**config.mk**
```make
export PLATFORM = sky130hd
export DESIGN_NAME = led_blinker_bank_flat
export DESIGN_NICKNAME = d
export VERILOG_FILES = /design/src/rtl/led_blinker_bank_if.sv /design/src/rtl/led_blinker_bank.sv /design/src/flat_wrapper.sv
export SDC_FILE = /design/constraint.sdc
export NUM_CORES = 1
export LEC_CHECK = 0
export ABC_AREA = 1
export CORE_ASPECT_RATIO = 0.6
export CORE_MARGIN = 5
export CORE_UTILIZATION = 45
export DETAILED_ROUTE_END_ITERATION = 16
export SLEW_MARGIN = 30
export SYNTH_ARGS = -nofsm -noshare
export SYNTH_HDL_FRONTEND = slang
export SYNTH_SLANG_ARGS = --single-unit
```
**constraint.sdc**
```tcl
create_clock -name clk -period 3.4 [get_ports clk]
set_input_delay 0.68 -clock clk [delete_from_list [all_inputs] [get_ports clk]]
set_output_delay 0.68 -clock clk [all_outputs]
set_load 0.02 [all_outputs]
```
**src/rtl/led_blinker_bank_if.sv**
```systemverilog
// Configuration bus for the LED blinker bank: a one-cycle write strobe
// carrying the target channel, the new mode and its argument.
interface led_blinker_bank_if;
  logic       cfg_write;
  logic [2:0] cfg_ch;
  logic [2:0] cfg_mode;
  logic [7:0] cfg_arg;

  modport master (output cfg_write, cfg_ch, cfg_mode, cfg_arg);
  modport slave  (input  cfg_write, cfg_ch, cfg_mode, cfg_arg);
endinterface

```
**src/rtl/led_blinker_bank.sv**
```systemverilog
// Multi-channel LED driver sharing one free-running counter. Each channel
// runs as OFF, ON, BLINK (counter bit tap), PWM (duty compare) or PULSE
// (one-shot measured in prescaled ticks, falling back to OFF when done).
module led_blinker_bank #(
  parameter int NUM_CH        = 5,
  parameter int CNT_WIDTH     = 32,
  parameter int PWM_WIDTH     = 8,
  parameter int PRESCALE_LOG2 = 16
) (
  input  logic                clk,
  input  logic                reset_n,
  input  logic                enable,
  led_blinker_bank_if.slave   cfg,
  output logic [NUM_CH-1:0]   led_out,
  output logic [NUM_CH-1:0]   pulse_active
);

  typedef enum logic [2:0] {
    MODE_OFF   = 3'd0,
    MODE_ON    = 3'd1,
    MODE_BLINK = 3'd2,
    MODE_PWM   = 3'd3,
    MODE_PULSE = 3'd4
  } mode_t;

  localparam int         TAP_W   = $clog2(CNT_WIDTH);
  localparam logic [7:0] MAX_TAP = 8'(CNT_WIDTH - 1);

  logic [CNT_WIDTH-1:0] counter;
  logic                 tick;
  mode_t                mode_q      [NUM_CH];
  logic [7:0]           arg_q       [NUM_CH];
  logic [7:0]           pulse_cnt_q [NUM_CH];
  mode_t                new_mode;
  logic [7:0]           new_arg;

  // Shared free-running counter; freezes while enable is low.
  always_ff @(posedge clk or negedge reset_n) begin
    if (!reset_n) begin
      counter <= '0;
    end else if (enable) begin
      counter <= counter + CNT_WIDTH'(1);
    end
  end

  assign tick = enable & (&counter[PRESCALE_LOG2-1:0]);

  // Decode an incoming write: unknown modes become OFF, BLINK taps are clamped to the counter top bit.
  always_comb begin
    new_mode = MODE_OFF;
    new_arg  = cfg.cfg_arg;
    case (cfg.cfg_mode)
      3'd1: new_mode = MODE_ON;
      3'd2: begin
        new_mode = MODE_BLINK;
        if (cfg.cfg_arg > MAX_TAP) new_arg = MAX_TAP;
      end
      3'd3: new_mode = MODE_PWM;
      3'd4: new_mode = MODE_PULSE;
      default: new_mode = MODE_OFF;
    endcase
  end

  // Per-channel mode state: a write always wins over the pulse timer, which counts ticks down and then returns to OFF.
  always_ff @(posedge clk or negedge reset_n) begin
    if (!reset_n) begin
      for (int ch = 0; ch < NUM_CH; ch++) begin
        mode_q[ch]      <= MODE_OFF;
        arg_q[ch]       <= '0;
        pulse_cnt_q[ch] <= '0;
      end
    end else begin
      for (int ch = 0; ch < NUM_CH; ch++) begin
        if (cfg.cfg_write && (cfg.cfg_ch == 3'(ch))) begin
          mode_q[ch]      <= new_mode;
          arg_q[ch]       <= new_arg;
          pulse_cnt_q[ch] <= cfg.cfg_arg;
        end else if ((mode_q[ch] == MODE_PULSE) && tick) begin
          if (pulse_cnt_q[ch] == 8'd0) begin
            mode_q[ch] <= MODE_OFF;
          end else begin
            pulse_cnt_q[ch] <= pulse_cnt_q[ch] - 8'd1;
          end
        end
      end
    end
  end

  // Registered LED drive, one clock behind the counter and the mode registers.
  always_ff @(posedge clk or negedge reset_n) begin
    if (!reset_n) begin
      led_out <= '0;
    end else begin
      for (int ch = 0; ch < NUM_CH; ch++) begin
        case (mode_q[ch])
          MODE_ON:    led_out[ch] <= 1'b1;
          MODE_BLINK: led_out[ch] <= counter[arg_q[ch][TAP_W-1:0]];
          MODE_PWM:   led_out[ch] <= (counter[PWM_WIDTH-1:0] < arg_q[ch][PWM_WIDTH-1:0]);
          MODE_PULSE: led_out[ch] <= 1'b1;
          default:    led_out[ch] <= 1'b0;
        endcase
      end
    end
  end

  // Pulse status comes straight from the mode registers so it drops at the expiry edge.
  always_comb begin
    pulse_active = '0;
    for (int ch = 0; ch < NUM_CH; ch++) begin
      pulse_active[ch] = (mode_q[ch] == MODE_PULSE);
    end
  end

endmodule
```
**src/flat_wrapper.sv**
```systemverilog
// flat-port wrapper written by rule: the top's interface ports become plain ports
module led_blinker_bank_flat 
#(
  parameter int NUM_CH        = 5,
  parameter int CNT_WIDTH     = 32,
  parameter int PWM_WIDTH     = 8,
  parameter int PRESCALE_LOG2 = 16
)
  (clk, reset_n, enable, led_out, pulse_active, cfg_cfg_write, cfg_cfg_ch, cfg_cfg_mode, cfg_cfg_arg);
  led_blinker_bank_if cfg_i ();
  input  logic clk;
  input  logic reset_n;
  input  logic enable;
  output logic [NUM_CH-1:0] led_out;
  output logic [NUM_CH-1:0] pulse_active;
  input wire logic [$bits(cfg_i.cfg_write)-1:0] cfg_cfg_write;
  input wire logic [$bits(cfg_i.cfg_ch)-1:0] cfg_cfg_ch;
  input wire logic [$bits(cfg_i.cfg_mode)-1:0] cfg_cfg_mode;
  input wire logic [$bits(cfg_i.cfg_arg)-1:0] cfg_cfg_arg;
  assign cfg_i.cfg_write = cfg_cfg_write;
  assign cfg_i.cfg_ch = cfg_cfg_ch;
  assign cfg_i.cfg_mode = cfg_cfg_mode;
  assign cfg_i.cfg_arg = cfg_cfg_arg;
  led_blinker_bank #(.NUM_CH(NUM_CH), .CNT_WIDTH(CNT_WIDTH), .PWM_WIDTH(PWM_WIDTH), .PRESCALE_LOG2(PRESCALE_LOG2)) u_core (.clk(clk), .reset_n(reset_n), .enable(enable), .cfg(cfg_i), .led_out(led_out), .pulse_active(pulse_active));
endmodule
```
==> run_results.csv <==
group,metric,value,unit
sta,clock_skew,9.826,ps
global_route,grt-ovfl-total,0,
synth,synth_top_family_by_area,"simple AND/OR/NAND/NOR gates",
final_layout,areaGrowthSynthToFinish,10.89,%
routing,dr.pass1.iters,5,
setup_path,crit_fanout,5,
synth,synth_commonest_cells,"nand2_1, nand3_1, inv_1, dfrtp_1, o21ai_0",
sta,fmax,0.3610,GHz
synth,synth_nets,1551,
sta,setup_viol,0,
sta,rsz0062_at_grt,"false",
routing,first_iter_violations,1222,
setup_path,cp.required,2720,ps
floorplan,rows,41,
floorplan,chipWidth,200.3,µm
power_and_ir_drop,p_clk_share,24.8,%
floorplan,coreArea,0.02119,mm²
synth,syn-instance-count,1487,
sta,drv_slew,0,
floorplan,ios,28,
global_route,grt_pass1_wl,49.16,mm
power_and_ir_drop,swShare,43.31,%
global_route,grt_pass1_vias,8739,
clock_network,clk_pin_slew,60,ps
setup_path,crit_family,"buffers and inverters",
power_and_ir_drop,p_leak,5.339,nW
place,gp_congestion,0.9093,
sta,period_minus_slack,2770,ps
synth,yosys_warnings,0,
routing,routed_wl,30.74,mm
synth,synth-seq-cells,132,
setup_path,slowest_stage,"clkdlybuf4s50_1",
synth,synthSimpleGateAreaFrac,41.92,%
clock_network,cts_sinks,132,
sta,maxSlewHeadroom,46.12,%
run_status,status,"finished, final reports clean",
synth,ys_async_sr_fraction,100.0,%
routing,drt_drc_violations_left,0,
synth,yosysMostFrequentCell,"nand2_1",
synth,synth_top_area_share,33.80,%
global_route,grt_max_degree,61,
synth,synthMuxAreaShare,0,%
global_route,grt_usage,25.38,%
synth,postSynthAreaPerCell,6.572,µm²
final_layout,antenna_cells,0,
synth,ys_types,39,
routing,ant_nets,0,
final_layout,drive_gt1_share,5.859,%
setup_path,worstPathArrival,2090,ps
synth,synth_largest_area_cell,"dfrtp_1",
routing,routedWlPerCell,17.26,µm
floorplan,die_y,124.2,µm
clock_network,clock_latency,440,ps
clock_network,clk_path_buf_depth,2,
routing,vias,9751,
synth,synth-edff-count,0,
clock_network,cts_htree_levels,4,
clock_network,cts_tree,"built",
setup_path,endpoint_kind,"output pin",
power_and_ir_drop,switchingPower,3.310,mW
power_and_ir_drop,p_per_area,705.2,mW/mm²
setup_path,r2r-end,"u_core.pulse_cnt_q[28]",
min_path,min_path_type,"input pin to async pin",
setup_path,r2r_setup_slack,1020,ps
setup_path,worstSetupPathType,"register to output pin",
sta,setup_tns,0,ps
setup_path,critPathBufInv,1,
synth,synth_ff_type,"dfrtp_1",
place,placed_cells_incl_taps,1749,
clock_network,cts_made_buffers,17,
synth,yosys-top-cells-area,"dfrtp_1, nand2_1, nand3_1",
sta,finalCritPeriodShare,81.47,%
synth,synth_area,0.009773,mm²
clock_network,cts_resized,0,
setup_path,startpoint_type,"register",
place,numPortBuffers,27,
synth,synth_compound_area_share,6.977,%
clock_network,postCtsSetupRepairBufs,0,
final_layout,fin_nets,1553,
power_and_ir_drop,seqPwrFrac,32.9,%
power_and_ir_drop,combPwrFrac,42.3,%
place,dp_hpwl,22.11,mm
synth,synth_xor_area_share,2.420,%
flow_run,max_cap_violations,0,
setup_path,critical-path-max-stage-delay,730,ps
sta,hold_violations,0,
clock_network,cts_root_buf,"clkbuf_16",
power_and_ir_drop,p_int,4.333,mW
global_route,antenna_found_initial,0,
setup_path,reg2reg_from,"u_core.counter[7]",
final_layout,finalNonFillerCells,1781,
floorplan,die-area,0.02486,mm²
setup_path,cp_cell_sequence,"nor3_1, clkdlybuf4s50_1",
power_and_ir_drop,ir_drop,0.4865,mV
routing,routed_via_density,5.475,
clock_network,postCtsHoldBufs,0,
synth,synth-adder-area-share,5.889,%
floorplan,initial_core_util,46.13,%
synth,seq_area_frac_synth,33.80,%
sta,worstMarginPinSlew,808.2,ps
setup_path,reg2regPathDepth,9,
[sequential cells by signal (all words and copies together) (netlist names)]
signal and cells:
u_core.led_out 5, u_core.counter 32, u_core.pulse_cnt_q 40, u_core.mode_q 15
u_core.arg_q 40
[stage by stage]
step / setup WS, ps / total power [mW] / instance area [µm²] / util [%] / hold WS [ps]
after floorplan: 1564 / 4.778 / 9773 / - / 384.4
after global placement: 826.4 / 5.656 / 10250 / 48.37 / 456.1
after detailed placement: 777.0 / 5.702 / 10250 / 48.37 / 460.9
after CTS: 587.4 / 7.615 / 10840 / 51.15 / 234.3
after global routing: 526.4 / 8.299 / 10840 / 51.15 / 262.5
final: 630.0 / 7.643 / 10840 / 51.15 / 214.2
[layer usage]
metal  vias to the layer above  track usage [%]  wire length [µm]
met5                         -                0                 0
met3                        38            5.386              3000
li1                       4778                -                 -
met4                         0            6.572               416
met1                      4522            40.92             16010
met2                       413            33.51             11310
[cell families (layout without fill, tap and decap cells)]
group           after synthesis  after routing
compound gates              129            129
xor+xnor                     27             27
fa+ha+maj                    46             46
buf+inv                     215            230
flops                       132            132
simple gates                938            938
[cell type report]
type,count,area (µm²)
Fill cell,2147,10350
Multi-Input combinational cell,1140,5590
Sequential cell,132,3303
Inverter,150,563.0
Clock buffer,24,491.7
Timing Repair Buffer,48,441.7
Tap cell,279,349.1
Clock inverter,8,98.84
[cell usage in the layout (no fill, tap or decap), types with 3 or more instances in the layout]
cell,instances
a21oi_1,21
buf_4,20
clkbuf_1,3
clkbuf_16,17
clkbuf_8,4
clkdlybuf4s50_1,26
clkinv_1,13
clkinv_2,3
dfrtp_1,132
ha_1,46
inv_1,135
nand2_1,549
nand2_2,10
nand2_4,8
nand3_1,228
nand3_2,3
nand3b_1,3
nand4_1,10
nor2_1,81
nor2_2,6
nor3_1,26
nor3b_1,5
o21ai_0,86
o21ai_1,3
o21bai_1,5
o22ai_1,9
xnor2_1,9
xor2_1,18
[power groups by stage]
stage          Clock (mW)  Combinational, mW  Sequential, mW
2_1_floorplan           0               2.42            2.36
3_3_place_gp            0               3.14            2.52
3_5_place_dp            0               3.19            2.51
4_1_cts              1.92               3.20            2.50
5_1_grt              1.98               3.74            2.58
6_report             1.89               3.24            2.52
[worst max path at each step]
stage / depth (start not counted) / end / from
after global routing: 3 / pulse_active[2] / u_core.mode_q[8]
final: 2 / pulse_active[2] / u_core.mode_q[6]
after CTS: 2 / pulse_active[2] / u_core.mode_q[6]
after floorplan: 1 / pulse_active[2] / u_core.mode_q[6]
after detailed placement: 7 / u_core.pulse_cnt_q[1] / cfg_cfg_ch[0]
after global placement: 7 / u_core.pulse_cnt_q[1] / cfg_cfg_ch[0]
Power figures use the tool's default switching activity.
